===== config.mk =====
export PLATFORM = sky130hd
export DESIGN_NAME = des_round_key_scheduler_flat
export DESIGN_NICKNAME = d
export VERILOG_FILES = /design/src/rtl/des_round_key_scheduler_if.sv /design/src/rtl/des_round_key_scheduler.sv /design/src/flat_wrapper.sv
export SDC_FILE = /design/constraint.sdc
export NUM_CORES = 1
export LEC_CHECK = 0
export BUFFER_PORTS_ARGS = -buffer_cell sky130_fd_sc_hd__buf_2
export CORE_MARGIN = 2
export CORE_UTILIZATION = 45
export CTS_BUF_LIST = sky130_fd_sc_hd__clkbuf_16
export DETAILED_ROUTE_END_ITERATION = 8
export PLACE_DENSITY = 0.76
export SYNTH_ARGS = -nofsm -noshare
export SYNTH_HDL_FRONTEND = slang
export SYNTH_SLANG_ARGS = --single-unit
export TNS_END_PERCENT = 10

===== constraint.sdc =====
create_clock -name clk -period 6.7 [get_ports clk]
set_input_delay 0.335 -clock clk [delete_from_list [all_inputs] [get_ports clk]]
set_output_delay 0.335 -clock clk [all_outputs]
set_load 0.005 [all_outputs]

===== src/rtl/des_round_key_scheduler_if.sv =====
// Round-key handshake bus between the subkey scheduler (master) and the DES round datapath (slave).
interface des_round_key_scheduler_if;
  logic [47:0] rk_data;
  logic        rk_valid;
  logic        rk_ready;
  logic [4:0]  rk_round;
  logic        rk_last;

  modport master (output rk_data, rk_valid, rk_round, rk_last, input rk_ready);
  modport slave  (input rk_data, rk_valid, rk_round, rk_last, output rk_ready);
endinterface


===== src/rtl/des_round_key_scheduler.sv =====
// Steps a combinational DES subkey generator through 16 rounds and issues registered subkeys.
// First subkey valid 2 cycles after start, one per 2 cycles; rk_ready low holds the subkey indefinitely.
module des_round_key_scheduler #(
  parameter int NUM_ROUNDS = 16,
  parameter int KEYID_W    = 4
) (
  input  logic                      clk,
  input  logic                      rst,
  input  logic                      start_i,
  input  logic                      mode_i,
  input  logic [63:0]               key_i,
  input  logic                      abort_i,
  output logic [63:0]               gen_key_o,
  output logic [KEYID_W-1:0]        gen_keyid_o,
  input  logic [47:0]               gen_subkey_i,
  des_round_key_scheduler_if.master rk_if,
  output logic                      busy_o,
  output logic                      done_o
);

  if (NUM_ROUNDS != 16) begin : g_bad_rounds
    $error("des_round_key_scheduler supports only NUM_ROUNDS == 16");
  end
  if (KEYID_W != 4) begin : g_bad_keyid
    $error("des_round_key_scheduler supports only KEYID_W == 4");
  end

  localparam logic [1:0] IDLE  = 2'd0;
  localparam logic [1:0] LOAD  = 2'd1;
  localparam logic [1:0] ISSUE = 2'd2;
  localparam logic [1:0] DONE  = 2'd3;

  localparam logic [4:0] LAST_R = 5'd16;

  logic [1:0]         state_q, state_d;
  logic [4:0]         r_q, r_d;
  logic               mode_q, mode_d;
  logic [63:0]        key_q, key_d;
  logic [KEYID_W-1:0] keyid_q, keyid_d;
  logic [47:0]        data_q, data_d;
  logic               valid_q, valid_d;
  logic [4:0]         round_q, round_d;
  logic               last_q, last_d;

  // Generator round select: round 16 is encoded as zero.
  function automatic logic [KEYID_W-1:0] round_code(input logic [4:0] k);
    return (k == LAST_R) ? '0 : k[KEYID_W-1:0];
  endfunction

  always_comb begin
    state_d = state_q;
    r_d     = r_q;
    mode_d  = mode_q;
    key_d   = key_q;
    keyid_d = keyid_q;
    data_d  = data_q;
    valid_d = valid_q;
    round_d = round_q;
    last_d  = last_q;
    case (state_q)
      IDLE: begin
        valid_d = 1'b0;
        if (start_i && !abort_i) begin
          key_d   = key_i;
          mode_d  = mode_i;
          r_d     = 5'd1;
          keyid_d = round_code(mode_i ? LAST_R : 5'd1);
          state_d = LOAD;
        end
      end
      LOAD: begin
        data_d  = gen_subkey_i;
        round_d = r_q;
        last_d  = (r_q == LAST_R);
        valid_d = 1'b1;
        state_d = ISSUE;
      end
      ISSUE: begin
        if (valid_q && rk_if.rk_ready) begin
          valid_d = 1'b0;
          if (r_q < LAST_R) begin
            r_d     = r_q + 5'd1;
            // Decrypt walks the generator downwards: next round k = 17-(r+1).
            keyid_d = round_code(mode_q ? (LAST_R - r_q) : (r_q + 5'd1));
            state_d = LOAD;
          end else begin
            last_d  = 1'b0;
            state_d = DONE;
          end
        end
      end
      default: state_d = IDLE;
    endcase
    if (abort_i && (state_q != IDLE)) begin
      state_d = IDLE;
      valid_d = 1'b0;
      last_d  = 1'b0;
    end
  end

  always_ff @(posedge clk or posedge rst) begin
    if (rst) begin
      state_q <= IDLE;
      r_q     <= '0;
      mode_q  <= 1'b0;
      key_q   <= '0;
      keyid_q <= '0;
      data_q  <= '0;
      valid_q <= 1'b0;
      round_q <= '0;
      last_q  <= 1'b0;
    end else begin
      state_q <= state_d;
      r_q     <= r_d;
      mode_q  <= mode_d;
      key_q   <= key_d;
      keyid_q <= keyid_d;
      data_q  <= data_d;
      valid_q <= valid_d;
      round_q <= round_d;
      last_q  <= last_d;
    end
  end

  assign gen_key_o      = key_q;
  assign gen_keyid_o    = keyid_q;
  assign rk_if.rk_data  = data_q;
  assign rk_if.rk_valid = valid_q;
  assign rk_if.rk_round = round_q;
  assign rk_if.rk_last  = last_q;
  assign busy_o         = (state_q != IDLE);
  // An abort landing in the DONE cycle suppresses the pulse.
  assign done_o         = (state_q == DONE) && !abort_i;

endmodule


===== src/flat_wrapper.sv =====
// flat-port wrapper written by rule: the top's interface ports become plain ports
module des_round_key_scheduler_flat 
#(
  parameter int NUM_ROUNDS = 16,
  parameter int KEYID_W    = 4
)
  (clk, rst, start_i, mode_i, key_i, abort_i, gen_key_o, gen_keyid_o, gen_subkey_i, busy_o, done_o, rk_if_rk_data, rk_if_rk_valid, rk_if_rk_round, rk_if_rk_last, rk_if_rk_ready);
  des_round_key_scheduler_if rk_if_i ();
  input  logic clk;
  input  logic rst;
  input  logic start_i;
  input  logic mode_i;
  input  logic [63:0] key_i;
  input  logic abort_i;
  output logic [63:0] gen_key_o;
  output logic [KEYID_W-1:0] gen_keyid_o;
  input  logic [47:0] gen_subkey_i;
  output logic busy_o;
  output logic done_o;
  output wire logic [$bits(rk_if_i.rk_data)-1:0] rk_if_rk_data;
  output wire logic [$bits(rk_if_i.rk_valid)-1:0] rk_if_rk_valid;
  output wire logic [$bits(rk_if_i.rk_round)-1:0] rk_if_rk_round;
  output wire logic [$bits(rk_if_i.rk_last)-1:0] rk_if_rk_last;
  input wire logic [$bits(rk_if_i.rk_ready)-1:0] rk_if_rk_ready;
  assign rk_if_rk_data = rk_if_i.rk_data;
  assign rk_if_rk_valid = rk_if_i.rk_valid;
  assign rk_if_rk_round = rk_if_i.rk_round;
  assign rk_if_rk_last = rk_if_i.rk_last;
  assign rk_if_i.rk_ready = rk_if_rk_ready;
  des_round_key_scheduler #(.NUM_ROUNDS(NUM_ROUNDS), .KEYID_W(KEYID_W)) u_core (.clk(clk), .rst(rst), .start_i(start_i), .mode_i(mode_i), .key_i(key_i), .abort_i(abort_i), .gen_key_o(gen_key_o), .gen_keyid_o(gen_keyid_o), .gen_subkey_i(gen_subkey_i), .rk_if(rk_if_i), .busy_o(busy_o), .done_o(done_o));
endmodule

Yosys cells after proc, flatten, opt, wreduce, memory -nomap -nowiden
Index checks and enable logic that the tools add are counted.
{"block": "totals", "reg_bits": 131, "input_bits": 118, "out_inout_bits": 125, "elab_cells": 63}
{"block": "op_classes", "n_addsub": 2, "n_lt_le_gt_ge": 1, "n_eq_ne": 12, "muxes": 24, "reduce_logical": 15}
{"cell": "2-to-1 mux 5 bit", "n": 5}
{"cell": "2-to-1 mux 4 bit", "n": 5}
{"cell": "== test 5 bit, second input constant", "n": 3}
{"cell": "case mux 5 bit (2 select lines)", "n": 1}
{"cell": "2-to-1 mux 2 bit", "n": 4}
{"cell": "case mux 4 bit (2 select lines)", "n": 1}
{"cell": "inequality test 2 x 1 -> 1 bit, second input constant", "n": 3}
{"cell": "inequality test 3 x 1 -> 1 bit, second input constant", "n": 2}
{"cell": "case mux 2 bit (3 select lines)", "n": 1}
{"cell": "AND reduction 2 bit", "n": 3}
{"cell": "adder 5 x 1 -> 5 bit, second input constant", "n": 1}
{"cell": "< comparator 5 bit, second input constant", "n": 1}
{"cell": "2-to-1 mux 1 bit", "n": 5}
{"cell": "subtractor 5 bit, first input constant", "n": 1}
{"cell": "== test 2 bit, second input constant", "n": 2}
{"cell": "logical AND 1 bit", "n": 4}
{"cell": "AND reduction 4 bit", "n": 1}
{"cell": "nonzero test 2 bit", "n": 2}
{"cell": "nonzero test 4 bit", "n": 1}
{"cell": "inequality test 3 bit, second input constant", "n": 1}
{"cell": "case mux 1 bit (3 select lines)", "n": 1}
{"cell": "AND reduction 3 bit", "n": 1}
{"cell": "nonzero test 3 bit", "n": 1}
{"cell": "== test 2 x 1 -> 1 bit, second input constant", "n": 1}
{"cell": "other kinds (3)", "n": 3}

Depth between registers and ports, before layout
Gate-level depths: netlist (run 1).
{"block": "logic_depth", "ltp_word": 7, "depth_mapped": 7, "depth_no_buf": 7}

Worst setup path before layout (run 1)
Ideal clock, no wire load.
{"block": "synth_timing", "kind": "register to register", "start": "reg u_core.state_q[0]", "end": "reg u_core.keyid_q[0], in the netlist u_core.gen_keyid_o[0]", "setup_ns": 0.125, "arrival_time_ns": 1.792, "t_required_ns": 6.575, "slack_ns": 4.783, "stages_incl_launch_ff": 8, "path_buffers": 1, "period_less_slack_ns": 1.917, "cell_sequence": "dfrtp_1 -> inv_1 -> ha_1 -> buf_4 -> a21bo_2 -> a21boi_4 -> o211a_4 -> mux2_2"}
{"block": "synth_via", "elab_chain_len": 3, "word_cells_on_any_way": 8, "cone_classes": "eq/ne (4); mux (1); reduce/logical (3)"}
{"element": "from (decl)", "line_no": "des_round_key_scheduler.sv:35", "rtl": "logic [1:0] state_q, state_d;"}
{"element": "from (signal assigned)", "line_no": "des_round_key_scheduler.sv:113", "rtl": "state_q <= state_d;"}
{"element": "== test 2 bit / logical NOT 2 bit (equally long branches)", "line_no": "des_round_key_scheduler.sv:60", "rtl": "case (state_q)"}
{"element": "inequality test 2 x 1 -> 1 bit (no source line) / nonzero test 2 bit (equally long branches)"}
{"element": "AND reduction 4 bit (no source line)"}
{"element": "to (signal assigned)", "line_no": "des_round_key_scheduler.sv:117", "rtl": "keyid_q <= keyid_d;"}
{"element": "to (decl)", "line_no": "des_round_key_scheduler.sv:39", "rtl": "logic [KEYID_W-1:0] keyid_q, keyid_d;"}
Several ways; a longest one is shown, not always the timed one.
A chain may end at the register's enable or synchronous reset.

Worst setup path in the final report (run 1)
{"block": "layout_timing", "start": "reg u_core.state_q[0]", "end": "reg u_core.key_q[13], in the netlist u_core.gen_key_o[13]"}
{"block": "layout_via", "elab_chain_len": 2}
{"element": "logical NOT 2 bit", "line_no": "des_round_key_scheduler.sv:60"}
{"element": "AND reduction 2 bit (no source line)"}
{"element": "to (signal assigned)", "line_no": "des_round_key_scheduler.sv:116", "rtl": "key_q <= key_d;"}
{"element": "to (decl)", "line_no": "des_round_key_scheduler.sv:38", "rtl": "logic [63:0] key_q, key_d;"}
No other way between the ends.

==> Implementation_results.wiki, run 1 <==
{| class="wikitable"
! Metric !! Value
|-
| Pleak || 0.003597 µW
|-
| Period utilization || 0.3347
|-
| Worst-path maximum fanout || 65
|-
| Clock tree from TritonCTS || done
|-
| Timing-limited maximum frequency || 0.4460 GHz
|-
| Count of endpoints failing setup in the final report || 0
|-
| Number of nets in the layout || 720
|-
| Number of buffers added to fix hold violations after cts || 0
|-
| Final Skew || 0.004058 ns
|-
| Syn Std Cell Area || 0.005301 mm²
|-
| # rows || 39
|-
| Setup slack, reg-to-reg || 4.46 ns
|-
| I/O Buffers || 242
|-
| Actual slew at the worst max-slew pin || 0.8465 ns
|-
| I/O Pins || 243
|-
| Critical path required time || 6.99 ns
|-
| Vertical die dimension || 112.5 µm
|-
| Clock Root Buffer || sky130_fd_sc_hd__clkbuf_16
|-
| Core region area || 0.01147 mm²
|-
| First-pass GRT wire length || 18620 µm
|-
| CTS H-tree depth || 4
|-
| Layout fillers || 903
|-
| Endpoint class of the critical path || flop
|-
| GRT Residual Overflow || 0
|-
| Maximum buffer depth of the clock tree || 2
|-
| Final standard cell utilization of the core || 0.6250
|-
| Arrival time of the worst setup path || 2.53 ns
|-
| Number of max-cap violations || 0
|-
| Drc violations || 0
|-
| Die area || 0.01267 mm²
|-
| Unrepaired setup endpoints after global routing || no
|-
| HPWL after detailed placement || 8288 µm
|-
| Area grow syn2layout || 35.19%
|-
| Worst flop-to-flop path endpoint || u_core.gen_key_o[13]$_DFFE_PP0P_
|-
| Outcome || complete, no violations
|-
| Maximum VDD drop || 0.3556 mV
|-
| Post-Syn Nets || 471
|-
| Post-synthesis instance total || 345
|-
| Post-CTS repair timing setup buffer count || 0
|-
| Flip-flop and latch count after synthesis || 131
|-
| Number of antenna violations at the first check in global routing || 0
|-
| Post-cts resize count || 0
|-
| Count of TritonRoute iterations in the first routing pass || 4
|-
| Post-layout min period || 2.242 ns
|-
| Pwr dens || 483.6 mW/mm²
|-
| Share of synthesized area occupied by flip-flops and latches || 0.6184
|-
| Total number of vias || 3768
|-
| Starting utilization of the core area || 0.4623
|-
| TritonCTS sink count || 131
|-
| Proportion of layout cells with a drive suffix above 1 || 0.6656
|-
| Startpoint Class || flop
|-
| Critical register-to-register path startpoint || u_core.state_q[0]$_DFFE_PP0P_
|-
| Via count of the first global-routing pass || 3806
|-
| Clock insertion delay at the later pin of the skew report || 0.41 ns
|-
| Critical path type || reg -> reg
|-
| Setup TNS || 0 ns
|-
| Final weighted congestion in routability-driven placement || 0.8322
|-
| Total Wirelength || 11700 µm
|-
| Final count of pins violating max slew || 0
|-
| R2r worst-path depth || 5
|-
| Vias per inst || 5.024
|-
| DRC violation total after the first TritonRoute iteration || 152
|-
| Num CTS Buffers || 17
|-
| Diode insertion count for antenna repair || 0
|-
| Relative max-transition margin || 0.4357
|-
| Final hold violation count || 0
|-
| Total global routing track utilization || 0.1875
|-
| Path type of the worst min-delay path || in -> async
|-
| Warning count from the yosys run || 0
|-
| Post-route ant nets || 0
|-
| Chip Width || 112.5 µm
|-
| Routed length per instance || 15.59 µm
|-
| Worst-path clk slew || 0.06 ns
|-
| Count of cell types in the netlist || 36
|-
| Largest net degree at the start of global routing || 67
|-
| Average footprint of a synthesized cell || 15.37 µm²
|}
[how the worst max path moves through the flow]
stage,cells after the start,startpoint,endpoint,slack (ns)
floorplan,1,rst,u_core.gen_key_o[0]$_DFFE_PP0P_,2.87
global placement,5,u_core.state_q[0]$_DFFE_PP0P_,u_core.gen_key_o[10]$_DFFE_PP0P_,4.57
detailed placement,5,u_core.state_q[0]$_DFFE_PP0P_,u_core.gen_key_o[13]$_DFFE_PP0P_,4.47
CTS,5,u_core.state_q[0]$_DFFE_PP0P_,u_core.gen_key_o[13]$_DFFE_PP0P_,4.45
global route,5,u_core.state_q[0]$_DFFE_PP0P_,u_core.gen_key_o[35]$_DFFE_PP0P_,4.32
finish,5,u_core.state_q[0]$_DFFE_PP0P_,u_core.gen_key_o[13]$_DFFE_PP0P_,4.46
[placed cells by master, fill, tap and decap left out, types with 2 or more instances in the layout]
cell type and n:
sky130_fd_sc_hd__a21oi_1 5, sky130_fd_sc_hd__a22o_2 2, sky130_fd_sc_hd__a31oi_1 3, sky130_fd_sc_hd__and2_1 2
sky130_fd_sc_hd__and3_1 3, sky130_fd_sc_hd__buf_2 242, sky130_fd_sc_hd__buf_4 3, sky130_fd_sc_hd__bufinv_16 2
sky130_fd_sc_hd__clkbuf_16 17, sky130_fd_sc_hd__clkinv_1 4, sky130_fd_sc_hd__clkinv_2 3, sky130_fd_sc_hd__clkinv_4 2
sky130_fd_sc_hd__dfrtp_1 131, sky130_fd_sc_hd__ha_1 7, sky130_fd_sc_hd__inv_1 9, sky130_fd_sc_hd__mux2_2 121
sky130_fd_sc_hd__mux2i_1 3, sky130_fd_sc_hd__nand2_1 5, sky130_fd_sc_hd__nand2b_1 2, sky130_fd_sc_hd__nand3_1 2
sky130_fd_sc_hd__nor2_1 5, sky130_fd_sc_hd__nor2b_1 3, sky130_fd_sc_hd__o21ai_0 10, sky130_fd_sc_hd__o22a_2 2
[layout make-up]
| cell class | instances | area (µm²) | share of cell area |
|---|---|---|---|
| clock buffer | 17 | 425.4 | 0.05936 |
| tap | 143 | 178.9 | 0.02497 |
| sequential | 131 | 3278 | 0.4574 |
| clock inverter | 15 | 126.4 | 0.01763 |
| timing repair buffer | 245 | 1234 | 0.1721 |
| inverter | 7 | 28.78 | 0.004015 |
| multi-input combinational | 192 | 1896 | 0.2645 |
[synthesized netlist by cell type]
master	n	area, µm²
sky130_fd_sc_hd__o211ai_1	1	7.510
sky130_fd_sc_hd__nor2_1	5	18.77
sky130_fd_sc_hd__nand2_1	6	22.52
sky130_fd_sc_hd__buf_4	1	7.510
sky130_fd_sc_hd__or3_1	1	6.260
sky130_fd_sc_hd__nor3b_1	1	7.510
sky130_fd_sc_hd__a21oi_1	5	25.02
sky130_fd_sc_hd__nor2b_1	3	18.77
sky130_fd_sc_hd__o21ai_0	10	50.05
sky130_fd_sc_hd__buf_6	5	56.30
sky130_fd_sc_hd__clkbuf_1	2	7.510
sky130_fd_sc_hd__dfrtp_1	131	3278
sky130_fd_sc_hd__xnor2_1	1	8.760
sky130_fd_sc_hd__a311oi_1	1	8.760
sky130_fd_sc_hd__inv_1	7	26.28
sky130_fd_sc_hd__mux2i_1	3	30.03
sky130_fd_sc_hd__and2_1	2	12.51
sky130_fd_sc_hd__mux2_2	121	1363
sky130_fd_sc_hd__o211a_4	1	17.52
sky130_fd_sc_hd__nand2b_1	2	12.51
sky130_fd_sc_hd__o22a_2	2	20.02
sky130_fd_sc_hd__buf_2	7	35.03
sky130_fd_sc_hd__o211ai_2	1	12.51
sky130_fd_sc_hd__a31oi_1	3	18.77
sky130_fd_sc_hd__a22o_1	1	8.760
sky130_fd_sc_hd__o41a_1	1	11.26
sky130_fd_sc_hd__a21boi_0	1	7.510
sky130_fd_sc_hd__xor2_1	1	8.760
sky130_fd_sc_hd__ha_1	8	100.1
sky130_fd_sc_hd__o21ai_2	1	8.760
sky130_fd_sc_hd__nand3_1	2	10.01
sky130_fd_sc_hd__and3_1	3	18.77
sky130_fd_sc_hd__and3_2	1	7.510
sky130_fd_sc_hd__a21boi_4	1	18.77
sky130_fd_sc_hd__a21bo_2	1	10.01
sky130_fd_sc_hd__a22o_2	2	20.02
[metrics by stage]
step | hold slack, ns | instances | total power, µW | cell area [µm²] | setup slack (ns)
2_1_floorplan | 0.4855 | 345 | 2088 | 5301 | 2.867
3_3_place_gp | 0.4819 | 718 | 2575 | 6615 | 4.571
3_5_place_dp | 0.4869 | 718 | 2632 | 6615 | 4.468
4_1_cts | 0.1077 | 750 | 3508 | 7167 | 4.453
5_1_grt | 0.1397 | 750 | 3688 | 7167 | 4.321
6_report | 0.07309 | 750 | 3466 | 7167 | 4.458
[worst max-delay path, cell delays in order, from the launching register on]
cell and delay [ns]:
sky130_fd_sc_hd__dfrtp_1 0.44, sky130_fd_sc_hd__inv_1 0.13, sky130_fd_sc_hd__ha_1 0.35, sky130_fd_sc_hd__nand2_2 0.09, sky130_fd_sc_hd__buf_4 0.65, sky130_fd_sc_hd__mux2_2 0.42
[where the power goes]
group / switching (µW) / internal [µW] / leakage (µW)
Sequential: 199 / 1170 / 0.00157
Combinational: 520 / 713 / 0.00175
Clock: 322 / 536 / 0.000280
Total: 1040 / 2420 / 0.00360
[state kept, by name (all words and copies together), names as in the netlist]
register / count
u_core.rk_if.rk_last: 1
u_core.gen_keyid_o: 4
u_core.gen_key_o: 64
u_core.rk_if.rk_valid: 1
u_core.rk_if.rk_data: 48
u_core.rk_if.rk_round: 5
u_core.mode_q: 1
u_core.r_q: 5
u_core.state_q: 2
[per-layer routing]
metal / track usage / share of wire
met3: 0.06317 / 0.079
met1: 0.2348 / 0.41
met5: 0 / 0
met2: 0.2954 / 0.49
met4: 0.08618 / 0.020
[cells by family (layout without fill, tap and decap cells)]
group / Yosys count / after routing / synth area share
flops: 131 / 131 / 0.6184
xor+xnor: 2 / 2 / 0.003305
compound gates: 32 / 32 / 0.04626
buf+inv: 22 / 284 / 0.02502
simple gates: 26 / 26 / 0.02549
mux: 124 / 124 / 0.2627
fa+ha+maj: 8 / 8 / 0.01888
No activity file was read; power rests on OpenSTA's default activity.
==> run 2: changes to the inputs <==
CORE_UTILIZATION = 42   (was 45)
PLACE_DENSITY = 0.75   (was 0.76)
clock period = 1.94 ns   (was 6.7 ns; I/O delays follow)
==> Implementation_results.wiki, run 2 (synthesized netlist as in run 1, its figures left out) <==
{| class="wikitable"
! Metric !! Value
|-
| Outcome || complete, no violations
|-
| Commonest cells after routing, fill and taps aside || sky130_fd_sc_hd__buf_2 (242), sky130_fd_sc_hd__dfrtp_1 (131), sky130_fd_sc_hd__mux2_2 (121)
|-
| Critical path required time || 2.22 ns (-4.77 ns)
|-
| Max reg flops || 64 (unchanged)
|-
| Pleak || 0.004144 µW (+15%)
|-
| Die area || 0.01354 mm² (+6.9%)
|-
| I/O Pins || 243 (unchanged)
|-
| Total number of vias || 4271 (+13%)
|-
| Worst-path clk slew || 0.06 ns (about the same)
|-
| Via count of the first global-routing pass || 4497 (+18%)
|-
| Count of TritonRoute iterations in the first routing pass || 7 (+3)
|-
| Endpoint class of the critical path || flop
|-
| Top routing layer in use || met4
|-
| Starting utilization of the core area || 0.4253 (-0.03703)
|-
| Metal1 wirelength || 5416 µm (+13%)
|-
| Final weighted congestion in routability-driven placement || 0.8155 (-2.0%)
|-
| Final count of pins violating max slew || 0 (unchanged)
|-
| Final hold violation count || 0 (unchanged)
|-
| Pwr dens || 1481 mW/mm² (+210%)
|-
| Actual slew at the worst max-slew pin || 0.6958 ns (-0.1507 ns)
|-
| Maximum buffer depth of the clock tree || 2 (unchanged)
|-
| Arrival time of the worst setup path || 2.17 ns (-0.36 ns)
|-
| Number of max-cap violations || 0 (unchanged)
|-
| HPWL after detailed placement || 8559 µm (+3.3%)
|-
| Diode insertion count for antenna repair || 0 (unchanged)
|-
| Post-route ant nets || 0 (unchanged)
|-
| First-pass GRT wire length || 21960 µm (+18%)
|-
| Area grow syn2layout || 60.25%
|-
| Routed length per instance || 16.07 µm (+3.0%)
|-
| Vias per inst || 4.735 (-5.8%)
|-
| Layout Cells excl Fill || 902 (+20%)
|-
| Met2 routed wirelength || 7706 µm (+34%)
|-
| Total Wirelength || 14500 µm (+24%)
|-
| Total global routing track utilization || 0.2110 (+0.02349)
|-
| Period utilization || 0.9733 (+0.6386)
|-
| I/O Buffers || 242 (unchanged)
|-
| TritonCTS sink count || 131 (unchanged)
|-
| CTS H-tree depth || 4 (unchanged)
|-
| Relative max-transition margin || 0.5361 (+0.1004)
|-
| # rows || 41 (+5.1%)
|-
| Largest net degree at the start of global routing || 132 (+97%)
|-
| Final Skew || 0.006068 ns (+0.002011 ns)
|-
| Clock insertion delay at the later pin of the skew report || 0.40 ns (about the same)
|-
| Maximum VDD drop || 0.9022 mV (+150%)
|-
| Cell Count Post-Placement || 756 (+5.3%)
|-
| Worst-path maximum fanout || 34 (-48%)
|-
| Timing-limited maximum frequency || 0.5296 GHz (+19%)
|-
| Unrepaired setup endpoints after global routing || no
|-
| Number of nets in the layout || 843 (+17%)
|-
| DRC violation total after the first TritonRoute iteration || 146 (-3.9%)
|-
| Number of antenna violations at the first check in global routing || 0 (unchanged)
|-
| Drc violations || 0 (unchanged)
|-
| Proportion of layout cells with a drive suffix above 1 || 0.5712 (-0.09434)
|-
| GRT Residual Overflow || 0 (unchanged)
|-
| Clock Root Buffer || sky130_fd_sc_hd__clkbuf_16
|-
| Post-layout min period || 1.888 ns (-0.3541 ns)
|-
| Layout fillers || 829 (-8.2%)
|-
| Num CTS Buffers || 17 (unchanged)
|-
| DR WL met3 || 1128 µm (+23%)
|-
| Chip Width || 116.4 µm (+3.4%)
|-
| Vertical die dimension || 116.4 µm (+3.4%)
|-
| Core region area || 0.01247 mm² (+8.7%)
|-
| Clock tree from TritonCTS || done
|-
| Most common cell after layout, fill and taps aside || sky130_fd_sc_hd__buf_2
|-
| Critical path type || reg -> reg
|-
| Setup TNS || 0 ns (unchanged)
|-
| Count of endpoints failing setup in the final report || 0 (unchanged)
|-
| Path type of the worst min-delay path || in -> reg
|-
| Startpoint Class || flop
|}
## run 2: layout make-up
cell class,instances,area [µm²],share of cell area
multi-input cells,192,1906,0.2243
clock inverters,15,148.9,0.01753
repair buffers,368,2492,0.2934
flip-flops and latches,131,3278,0.3859
inverters,7,30.03,0.003535
well taps,172,215.2,0.02533
clock buffers,17,425.4,0.05007
## run 2: report_power, final
group | switching (µW) | internal, µW
Clock | 1120 | 1980
Sequential | 701 | 4060
Combinational | 1990 | 2740
Total | 3810 | 8780
## run 2: repair_timing
action                                  in CTS  in global routing
buffers inserted                             0                  0
endpoints found under the hold margin      244                  0
endpoints found under the setup margin       0                  5
hold buffers                               114                  0
resized for setup                            0                  3
## run 2: metrics by stage
step	setup WS (ns)	area (µm²)	utilization	hold slack, ns	power [µW]
2_1_floorplan	0.02298	5305	-	0.2242	7212
3_3_place_gp	0.1488	6770	0.5431	0.3280	9037
3_5_place_dp	0.05508	6770	0.5431	0.3326	9239
4_1_cts	0.02637	8486	0.6807	0.05947	12570
5_1_grt	0.006643	8496	0.6815	0.09874	13380
6_report	0.05180	8496	0.6815	0.07251	12590
## run 2: worst paths after layout
check	start	endpoint	slack, ns	cells past startpoint
worst min-delay path	abort_i	u_core.rk_if.rk_valid$_DFFE_PP0P_	0.07	4
worst min register to register	u_core.rk_if.rk_data[28]$_DFFE_PP0P_	u_core.rk_if.rk_data[28]$_DFFE_PP0P_	0.50	1
worst max register to register	u_core.state_q[1]$_DFFE_PP0P_	u_core.gen_key_o[6]$_DFFE_PP0P_	0.05	5
max in group asynchronous	rst	u_core.rk_if.rk_data[13]$_DFFE_PP0P_	0.94	4
worst max-delay path	u_core.state_q[1]$_DFFE_PP0P_	u_core.gen_key_o[6]$_DFFE_PP0P_	0.05	5
min in group asynchronous	rst	u_core.gen_key_o[62]$_DFFE_PP0P_	0.46	4
## run 2: critical path, stage by stage (launching register included)
cell                      delay [ns]
sky130_fd_sc_hd__dfrtp_1        0.45
sky130_fd_sc_hd__inv_1          0.13
sky130_fd_sc_hd__ha_1           0.41
sky130_fd_sc_hd__nand2_2        0.23
sky130_fd_sc_hd__buf_12         0.24
sky130_fd_sc_hd__mux2_2         0.30
## run 2: per-layer routing
metal	up-vias	GRT usage
met5	-	0
met2	183	0.3775
met4	0	0.08730
met3	23	0.07058
li1	1966	-
met1	2099	0.2292
==> run 3: changes to the inputs <==
PLACE_DENSITY = 0.76   (was 0.75)
==> Implementation_results.wiki, run 3 (synthesized netlist as in run 1, its figures left out) <==
{| class="wikitable"
! Metric !! Value
|-
| Number of antenna violations at the first check in global routing || 0 (unchanged)
|-
| Num CTS Buffers || 17 (unchanged)
|-
| Proportion of layout cells with a drive suffix above 1 || 0.5651 (-0.006136)
|-
| Drc violations || 0 (unchanged)
|-
| # rows || 41 (unchanged)
|-
| Post-route ant nets || 0 (unchanged)
|-
| Arrival time of the worst setup path || 2.17 ns (about the same)
|-
| I/O Buffers || 242 (unchanged)
|-
| Total number of vias || 4263 (-0.19%)
|-
| Delay of the slowest cell on the worst path || 0.46 ns (about the same)
|-
| Relative max-transition margin || 0.5510 (+0.01482)
|-
| Via count of the first global-routing pass || 4539 (+0.93%)
|-
| Chip Width || 116.4 µm (unchanged)
|-
| Die area || 0.01354 mm² (unchanged)
|-
| Master of the slowest instance on the critical path || sky130_fd_sc_hd__o41a_1
|-
| CTS H-tree depth || 4 (unchanged)
|-
| Count of endpoints failing setup in the final report || 0 (unchanged)
|-
| Setup TNS || 0 ns (unchanged)
|-
| Final hold violation count || 0 (unchanged)
|-
| TritonCTS sink count || 131 (unchanged)
|-
| Post-CTS repair timing setup buffer count || 0 (unchanged)
|-
| Area of combinational cells with multiple inputs || 0.001906 mm² (unchanged)
|-
| Endpoint class of the critical path || flop
|-
| Count of TritonRoute iterations in the first routing pass || 4 (-3)
|-
| Actual slew at the worst max-slew pin || 0.6736 ns (-0.02223 ns)
|-
| Path type of the worst min-delay path || in -> reg
|-
| Number of max-cap violations || 0 (unchanged)
|-
| Outcome || complete, no violations
|-
| Pleak || 0.004081 µW (-1.5%)
|-
| Final Skew || 0.005929 ns (-0.0001396 ns)
|-
| Max reg flops || 64 (unchanged)
|-
| First-pass GRT wire length || 22090 µm (+0.63%)
|-
| Routed length per instance || 16.19 µm (+0.78%)
|-
| Number of nets in the layout || 839 (-0.47%)
|-
| Period utilization || 0.9713 (-0.001971)
|-
| Worst-path maximum fanout || 5 (-85%)
|-
| Pwr dens || 1460 mW/mm² (-1.4%)
|-
| Area grow syn2layout || 58.08%
|-
| Final weighted congestion in routability-driven placement || 0.8588 (+5.3%)
|-
| Placed Area || 0.006728 mm² (-0.63%)
|-
| Total Wirelength || 14480 µm (-0.12%)
|-
| Vias per inst || 4.768 (+0.71%)
|-
| Diode insertion count for antenna repair || 0 (unchanged)
|-
| Layout fillers || 846 (+2.1%)
|-
| Clock Root Buffer || sky130_fd_sc_hd__clkbuf_16
|-
| HPWL after detailed placement || 8397 µm (-1.9%)
|-
| Clock tree from TritonCTS || done
|-
| I/O Pins || 243 (unchanged)
|-
| DRC violation total after the first TritonRoute iteration || 187 (+28%)
|-
| Timing-limited maximum frequency || 0.5307 GHz (+0.20%)
|-
| Critical path required time || 2.23 ns (about the same)
|-
| GRT Residual Overflow || 0 (unchanged)
|-
| Largest net degree at the start of global routing || 132 (unchanged)
|-
| Maximum VDD drop || 0.9903 mV (+9.8%)
|-
| Maximum buffer depth of the clock tree || 2 (unchanged)
|-
| Area used by sequential logic in the layout || 0.003278 mm² (unchanged)
|-
| Starting utilization of the core area || 0.4253 (unchanged)
|-
| Commonest cells after routing, fill and taps aside || sky130_fd_sc_hd__buf_2 (242), sky130_fd_sc_hd__dfrtp_1 (131), sky130_fd_sc_hd__mux2_2 (121)
|-
| Most common cell after layout, fill and taps aside || sky130_fd_sc_hd__buf_2
|-
| Critical path type || reg -> reg
|-
| Startpoint Class || flop
|-
| Post-layout min period || 1.884 ns (-0.003824 ns)
|-
| Final cell area excluding filler cells || 0.008381 mm² (-1.4%)
|-
| Total global routing track utilization || 0.2136 (+0.002581)
|-
| Critical-path cell list || buf_4 -> o41a_1 -> o21ai_4 -> o211a_4 -> mux2_2
|-
| Core region area || 0.01247 mm² (unchanged)
|-
| Worst-path clk slew || 0.05 ns (about the same)
|-
| Clock insertion delay at the later pin of the skew report || 0.41 ns (about the same)
|-
| Vertical die dimension || 116.4 µm (unchanged)
|-
| Final count of pins violating max slew || 0 (unchanged)
|}
[run 3: worst paths after layout]
path | startpoint | to | slack, ns | cells after the start
min in group asynchronous | rst | u_core.gen_key_o[2]$_DFFE_PP0P_ | 0.47 | 4
max | u_core.r_q[0]$_DFFE_PP0P_ | u_core.gen_keyid_o[2]$_DFFE_PP0P_ | 0.06 | 5
min reg2reg | u_core.gen_key_o[18]$_DFFE_PP0P_ | u_core.gen_key_o[18]$_DFFE_PP0P_ | 0.50 | 1
min | abort_i | u_core.rk_if.rk_valid$_DFFE_PP0P_ | 0.11 | 4
max reg2reg | u_core.r_q[0]$_DFFE_PP0P_ | u_core.gen_keyid_o[2]$_DFFE_PP0P_ | 0.06 | 5
max in group asynchronous | rst | u_core.state_q[1]$_DFFE_PP0P_ | 0.99 | 4
[run 3: cell type report]
type / instances / share of cell area
clock inverter: 11 / 0.009107
sequential: 131 / 0.3912
clock buffer: 17 / 0.05076
inverter: 7 / 0.003583
timing repair buffer: 364 / 0.2923
tap: 172 / 0.02568
multi-input combinational: 192 / 0.2274
[run 3: metal layers]
layer  GRT usage  vias to the layer above  part of all wire
met4     0.09444                        0             0.024
li1            -                     1956                 -
met1      0.2361                     2095              0.39
met2      0.3709                      180              0.51
met3     0.07628                       32             0.079
met5           0                        -                 0
[run 3: report_power, final]
group	internal, µW	total (µW)	switching [µW]
clock	1690	2770	1080
combinational	2710	4680	1970
sequential	4060	4790	729
total	8460	12200	3780
[run 3: critical path, delay by kind of cell (launching register included)]
| family | cells | cell delay (ns) |
|---|---|---|
| flip-flops | 1 | 0.39 |
| multiplexers | 1 | 0.33 |
| buffers and inverters | 1 | 0.16 |
| AO/OA/AOI/OAI | 3 | 0.90 |
[run 3: stage by stage]
stage	total power (µW)	instances	setup slack, ns	utilization	hold WS (ns)
finish	12240	894	0.05562	0.6723	0.1084
global route	13010	894	-0.004423	0.6723	0.1440
CTS	12230	894	0.006635	0.6715	0.09227
detailed placement	9216	752	0.02987	0.5397	0.3328
global placement	8988	752	0.1146	0.5397	0.3280
floorplan	7212	345	0.02298	-	0.2242
[run 3: timing repair]
| item | CTS | global route |
|---|---|---|
| endpoints found under the setup margin | 0 | 5 |
| hold buffers | 114 | 0 |
| endpoints found under the hold margin | 244 | 0 |
| gates resized for setup | 0 | 2 |
